[src/rtl/ncl_ring_pkg.sv]
// rtl/ncl_ring_pkg.sv - rail encodings and C-element helpers for the NCL ring model
//
// Purpose : shared dual-rail encodings and per-bit next-state rules used by
//           ncl_ring_stage and ncl_ring_model.
// Ports   : none (package).

package ncl_ring_pkg;

    typedef logic [1:0] rail_t;

    // {rail1, rail0}; 2'b11 is illegal and never produced by the rule set.
    localparam rail_t RAIL_NULL = 2'b00;
    localparam rail_t RAIL_D0   = 2'b01;
    localparam rail_t RAIL_D1   = 2'b10;

    // Exactly one rail high means a valid DATA symbol.
    function automatic logic is_data(input rail_t r);
        return r[1] ^ r[0];
    endfunction

    // TH22 behaviour of one dual-rail bit: pass DATA when enabled, pass NULL
    // when disabled, otherwise hold.
    function automatic rail_t c_next(input rail_t cur, input rail_t in, input logic en);
        rail_t nxt;
        if (is_data(in) && en) begin
            nxt = in;
        end else if ((in == RAIL_NULL) && !en) begin
            nxt = RAIL_NULL;
        end else begin
            nxt = cur;
        end
        return nxt;
    endfunction

    // Reset-time rail value of one bit.
    function automatic rail_t init_rail(input logic data, input logic val);
        rail_t r;
        if (!data) begin
            r = RAIL_NULL;
        end else if (val) begin
            r = RAIL_D1;
        end else begin
            r = RAIL_D0;
        end
        return r;
    endfunction

endpackage

[src/rtl/ncl_ring_stage.sv]
// rtl/ncl_ring_stage.sv - one WIDTH-bit dual-rail ring stage with padding and completion pipe
//
// Purpose : C-element register, forward-padding counter, completion detect and
//           completion delay pipe of a single ring stage.
// Ports   : i_clk, i_rst (async active-high), i_run (advance enable),
//           i_in (upstream rails), i_en (downstream not complete),
//           o_state (stage rails), o_comp_d (delayed completion),
//           o_update (stage rails change on this edge).

module ncl_ring_stage
    import ncl_ring_pkg::*;
#(
    parameter int              WIDTH     = 1,
    parameter int              DW        = 4,
    parameter logic [DW-1:0]   DLY       = '0,
    parameter int              CMP_DLY   = 2,
    parameter logic            INIT_DATA = 1'b0,
    parameter logic [WIDTH-1:0] INIT_VAL = '0
) (
    input  logic               i_clk,
    input  logic               i_rst,
    input  logic               i_run,
    input  logic [2*WIDTH-1:0] i_in,
    input  logic               i_en,
    output logic [2*WIDTH-1:0] o_state,
    output logic               o_comp_d,
    output logic               o_update
);

    logic [2*WIDTH-1:0] r_state;
    logic [2*WIDTH-1:0] w_next;
    logic [DW-1:0]      r_cnt;
    logic               r_comp_prev;
    logic               w_comp;
    logic               w_all_data;
    logic               w_all_null;
    logic               w_pending;
    logic               w_fire;
    logic               w_illegal;

    always_comb begin
        w_next     = '0;
        w_all_data = 1'b1;
        w_all_null = 1'b1;
        w_illegal  = 1'b0;
        for (int b = 0; b < WIDTH; b++) begin
            w_next[2*b +: 2] = c_next(r_state[2*b +: 2], i_in[2*b +: 2], i_en);
            if (!is_data(r_state[2*b +: 2])) begin
                w_all_data = 1'b0;
            end
            if (r_state[2*b +: 2] != RAIL_NULL) begin
                w_all_null = 1'b0;
            end
            if (r_state[2*b +: 2] == 2'b11) begin
                w_illegal = 1'b1;
            end
        end
    end

    // A partially switched word keeps reporting the completion it had before.
    assign w_comp    = w_all_data | (~w_all_null & r_comp_prev);
    assign w_pending = (w_next != r_state);
    // All bits commit together once the change has been pending DLY+1 edges.
    assign w_fire    = w_pending && (r_cnt == DLY);

    always_ff @(posedge i_clk or posedge i_rst) begin
        if (i_rst) begin
            for (int b = 0; b < WIDTH; b++) begin
                r_state[2*b +: 2] <= init_rail(INIT_DATA, INIT_VAL[b]);
            end
            r_cnt       <= '0;
            r_comp_prev <= INIT_DATA;
        end else if (i_run) begin
            if (w_fire) begin
                r_state <= w_next;
            end
            if (w_fire || !w_pending) begin
                r_cnt <= '0;
            end else begin
                r_cnt <= r_cnt + 1'b1;
            end
            r_comp_prev <= w_comp;
        end
    end

    generate
        if (CMP_DLY == 0) begin : g_cmp_comb
            assign o_comp_d = w_comp;
        end else begin : g_cmp_pipe
            logic [CMP_DLY-1:0] r_pipe;
            always_ff @(posedge i_clk or posedge i_rst) begin
                if (i_rst) begin
                    r_pipe <= {CMP_DLY{INIT_DATA}};
                end else if (i_run) begin
                    r_pipe[0] <= w_comp;
                    for (int k = 1; k < CMP_DLY; k++) begin
                        r_pipe[k] <= r_pipe[k-1];
                    end
                end
            end
            assign o_comp_d = r_pipe[CMP_DLY-1];
        end
    endgenerate

    assign o_state  = r_state;
    assign o_update = i_run & w_fire;

    a_no_illegal_rails: assert property (@(posedge i_clk) disable iff (i_rst) !w_illegal);

endmodule

[config.mk]
export PLATFORM = sky130hd
export DESIGN_NAME = ncl_ring_stage
export DESIGN_NICKNAME = d
export VERILOG_FILES = /design/src/rtl/ncl_ring_pkg.sv /design/src/rtl/ncl_ring_stage.sv
export SDC_FILE = /design/constraint.sdc
export NUM_CORES = 1
export LEC_CHECK = 0
export CAP_MARGIN = 20
export CORE_AREA = 2 2 39 41
export CTS_BUF_LIST = sky130_fd_sc_hd__clkbuf_8 sky130_fd_sc_hd__clkbuf_16
export DETAILED_ROUTE_END_ITERATION = 16
export DIE_AREA = 0 0 41 43
export GPL_TIMING_DRIVEN = 0
export PLACE_DENSITY = 0.66
export SYNTH_ARGS = -nofsm -noshare
export SYNTH_HDL_FRONTEND = slang
export SYNTH_SLANG_ARGS = --single-unit
[constraint.sdc]
create_clock -name i_clk -period 1.31 [get_ports i_clk]
set_input_delay 0.131 -clock i_clk [delete_from_list [all_inputs] [get_ports i_clk]]
set_output_delay 0.131 -clock i_clk [all_outputs]
set_load 0.005 [all_outputs]
# Word level (Yosys, flattened, before mapping)
# Index checks and enable logic that the tools add are counted.
# word_totals
reg_bits,9
input_bits,6
output_inout_bits,4
wordCells,25
# op_classes
add_sub_neg,1
n_eq_ne,1
n_mux,4
bitwise_logic,5
reduce_logical,10
# op_table
operator,n
adder 4 x 1 -> 4 bit (second input constant),1
zero test 4 bit,1
2-to-1 mux 2 bit,2
2-to-1 mux 4 bit,1
logical AND 1 bit,3
bitwise AND 1 bit,2
zero test 1 bit,2
zero test 2 bit,1
inequality test 2 bit,1
AND reduction 2 bit,1
nonzero test 2 bit,1
XOR 1 bit,2
logical OR 1 bit,1
2-to-1 mux 1 bit,1
OR 1 bit,1

# Longest topological paths before layout
# Gate-level depths: netlist of run 1.
# depth
word_depth,8
depth_mapped,6
depth_no_buf,6

# Worst setup path before layout of run 1
# OpenSTA, ideal clock, no wires.
# synth_path
path_type,register to register
start,reg r_cnt[0]
end,"reg r_state[0], in the netlist o_state[0]"
setup_time_ns,0.127
arrival_time_ns,1.155
required_time_ns,1.183
setup_slack_ns,0.028
path_stages_with_launch,7
n_path_buf,0
period_less_slack_ns,1.282
path_cell_list,dfrtp_1 inv_1 ha_1 nand2b_1 nor3_1 nand4_1 mux2i_1
# synth_via
elab_chain_cells,3
# synth_rtl
element,line,text
start: declaration,ncl_ring_stage.sv:32,logic [DW-1:0] r_cnt;
start signal: assignment,ncl_ring_stage.sv:80,r_cnt <= r_cnt + 1'b1;
zero test 4 bit,ncl_ring_stage.sv:64,assign w_fire = w_pending && (r_cnt == DLY);
logical AND 1 bit,ncl_ring_stage.sv:64,
AND reduction 2 bit (no line),-,
end signal: indexed assignment,ncl_ring_stage.sv:69,"r_state[2*b +: 2] <= init_rail(INIT_DATA, INIT_VAL[b]);"
end signal: assignment,ncl_ring_stage.sv:75,r_state <= w_next;
end: declaration,ncl_ring_stage.sv:30,logic [2*WIDTH-1:0] r_state;
# No other way between the ends.
# A chain may end at the register's enable or synchronous reset.

# Worst setup path after layout of run 1
# layout_path
start,reg r_cnt[1]
end,out o_update
# layout_via
elab_chain_cells,3
# layout_rtl
element,line,text
zero test 4 bit,ncl_ring_stage.sv:64,
logical AND 1 bit,ncl_ring_stage.sv:64,
bitwise AND 1 bit,ncl_ring_stage.sv:106,assign o_update = i_run & w_fire;
end: declaration,ncl_ring_stage.sv:27,output logic o_update
# No other way between the ends.

==> metrics.md, run 1 <==
| Metric | Value |
|---|---|
| HPWL after detailed placement | 789.8 um |
| Layout cell share with drive strength beyond 1 | 40.24% |
| Commonest non-fill, non-tap cells in the layout | buf_4, inv_1, dfrtp_1 |
| Top cells by area, synth | dfrtp_1, ha_1, inv_1, mux2i_1, nand3_1 |
| Upper clock frequency limit | 647.7 MHz |
| Yosys reg bits | 8 |
| CP startpoint | r_cnt[1] |
| DRC | 0 |
| Total clock sinks | 8 |
| GRT Residual Overflow | 0 |
| Post-Place Worst Slack | -888.8 ps |
| FF-to-FF path depth | 5 |
| TritonCTS clock tree | yes |
| ANT nets after route | 0 |
| Hold slack | 151.8 ps |
| Clock skew after layout | 6.477 ps |
| Synth cell types | 25 |
| Layout Area Growth over Synthesis | 54.48% |
| Final-report hold violation count | 0 |
| Max Root-Sink Buffers | 2 |
| Die height | around 43 um |
| Final setup viols | 5 |
| Iter 0 DRT Violations | 13 |
| Yosys Warn Count | 0 |
| Synth area leader | dfrtp_1 |
| Crit Path Max Fanout | 2 |
| ANT cells | 0 |
| Final worst-path cycle share | 117.8% |
| Rows | 14 |
| Num CTS Buffers | 3 |
| CTS root buf | clkbuf_8 |
| Initial DRT Pass Iterations | 4 |
| Largest net degree at the start of global routing | 11 |
| Synth Area per Inst | between 8 and 9 sq um |
| Initial Util | 38.34% |
| Period minus WS final | 1544 ps |
| Die width | 41 um |
| Hold WC Path Type | in -> async |
| Vias per cell | 5.286 |
| Layout fillers | about 120 |
| Total track usage | 19.55% |
| Final WS setup | -233.8 ps |
| Pwr Density | 1294 nW/um^2 |
| Slew Limit Fails | 0 |
| Worst-Margin Slew | 323.2 ps |
| Fin area | 819.5 sq um |
| Async S/R FF share, synth | 100.0% |
| Clk Latency, worst-skew pair | 230 ps |
| Share of the yosys chip area belonging to registers | 37.74% |
| Fin Setup TNS | -296.8 ps |
| First-pass GRT wire length | 2.277 mm |
| Failing checks | negative setup slack |
| RSZ-0062 raised after global routing | true |
| Initial antenna violation count | 0 |
| # port buffers | 9 |
| Synthesized instance count | 59 |
| P_leak | between 0.3 and 0.4 nW |
| Final Wtd Congestion | ~0.73 |
| Critical Path Sink Type | output port |
| Status | finished, violations left |
| Final Net Count | 94 |
| Req. time, crit path | 1180 ps |
| Clock slew at reported path FFs | 40 ps |
| Dpl cell area | between 600 and 700 sq um |
| Routed wire per std cell | between 10 and 15 um |
| WL final | 1.302 mm |
| Core Footprint | between 1000 and 1500 sq um |
| Peak VDD IR | 0.8488 mV |
| Post-synth top area share | 37.74% |
| Slew margin rel. | 78.43% |
| Worst r2r src | o_state[0] |
| Post-cts hold buffer count | 0 |
| Ys flop type | dfrtp_1 |
| H-Tree Depth | 1 |
| Total number of vias | 518 |
| EDFF count, synth | 0 |
| Max_cap viols | 0 |
| Crit start category | register |
| I/O pin count | 10 |
| Synthesized area | 530.5 sq um |
| CP Data Arrival Time | ~1400 ps |
| Vias in the first global route | ~540 |
| Commonest non-fill, non-tap cell in the layout | buf_4 |
| Die ar. | 1763 sq um |
| CP Class | reg -> out |
| Syn nets | a little under 70 |
## sequential cells by signal (all words and copies together), names as in the netlist
signal             cells
r_cnt                  4
g_cmp_pipe.r_pipe      2
o_state                2
## per-layer routing
layer	part of all wire, %	wire, um	track usage [%]	up-vias
li1	-	-	-	256
met1	40	522	23.18	250
met2	55	716	30.00	10
met3	3.7	48	9.424	2
met4	1.1	14	6.000	0
met5	0	0	0	-
## power breakdown
part | internal [W] | total (W) | switching (W)
combinational | 0.000229 | 0.000409 | 0.000179
clock | 0.000199 | 0.000291 | 0.0000927
sequential | 0.000304 | 0.000361 | 0.0000568
total | 0.000732 | 0.00106 | 0.000329
## critical path: stages (launching register included)
cell and delay (ps):
dfrtp_1 380, inv_2 90, ha_4 140, nand2b_4 50, nor3_2 100, nand4_1 130, buf_4 160, inv_2 30
buf_2 90
## cells in the mapped netlist, types with 2 or more instances
master,instances
nand2_1,4
o211ai_1,2
ha_1,4
nand4_1,3
mux2i_1,2
nand3_1,4
nor2_1,4
inv_1,9
dfrtp_1,8
nand2b_1,2
o22ai_1,2
xnor2_1,2
## cell type report
cell class	instances	area, sq um	area share [%]
buffer	1	5.005	0.6107
clock buffer	3	41.29	5.038
inverter	9	33.78	4.122
multi-input combinational	41	355.3	43.36
sequential	8	202.7	24.73
tap	16	20.02	2.443
timing repair buffer	20	161.4	19.69
## through the flow
stage                     power [W]  utilization [%]  std cells
after floorplan           0.0005301                -         59
after global placement    0.0006688            46.29         84
after detailed placement  0.0006700            46.29         84
after CTS                  0.001028            58.05         98
after global routing       0.001140            59.22         98
final                      0.001061            59.22         98
## worst paths after layout
kind,to,slack (ps)
worst min register to register,g_cmp_pipe.r_pipe[1],500
worst max-delay path,o_update,-230
min in group i_clk,o_state[0],260
max in group asynchronous,o_state[1],890
worst min-delay path,r_cnt[3],150
worst max register to register,r_cnt[1],-30
## cells by family (layout without fill, tap and decap cells)
logic type	count (synthesis)	in the layout	share of synthesized area, %
AO/OA/AOI/OAI	12	12	17.45
buffers and inverters	10	33	7.310
multiplexers	3	3	5.896
AND/OR/NAND/NOR	20	20	18.87
flip-flops	8	8	37.74
XOR/XNOR	2	2	3.302
adder cells (fa/ha/maj)	4	4	9.434
## repair_timing
| action | CTS | global route |
|---|---|---|
| gates resized for setup | 22 | 10 |
| pin swaps | 6 | 2 |
| setup buffers | 18 | 2 |
| setup endpoints to repair | 9 | 8 |
Power figures use the tool's default switching activity.
==> inputs of run 2 (changes only) <==
- CTS_CLUSTER_DIAMETER: unset -> 30
==> results of run 2 <==
Same layout as run 1: the final DEF is identical, and so are final timing and power.
==> inputs of run 3 (changes only) <==
- CAP_MARGIN: 20 -> unset
- CTS_CLUSTER_DIAMETER: 30 -> unset
- SLEW_MARGIN: unset -> 5
==> results of run 3 <==
Same layout as run 1: the final DEF is identical, and so are final timing and power.
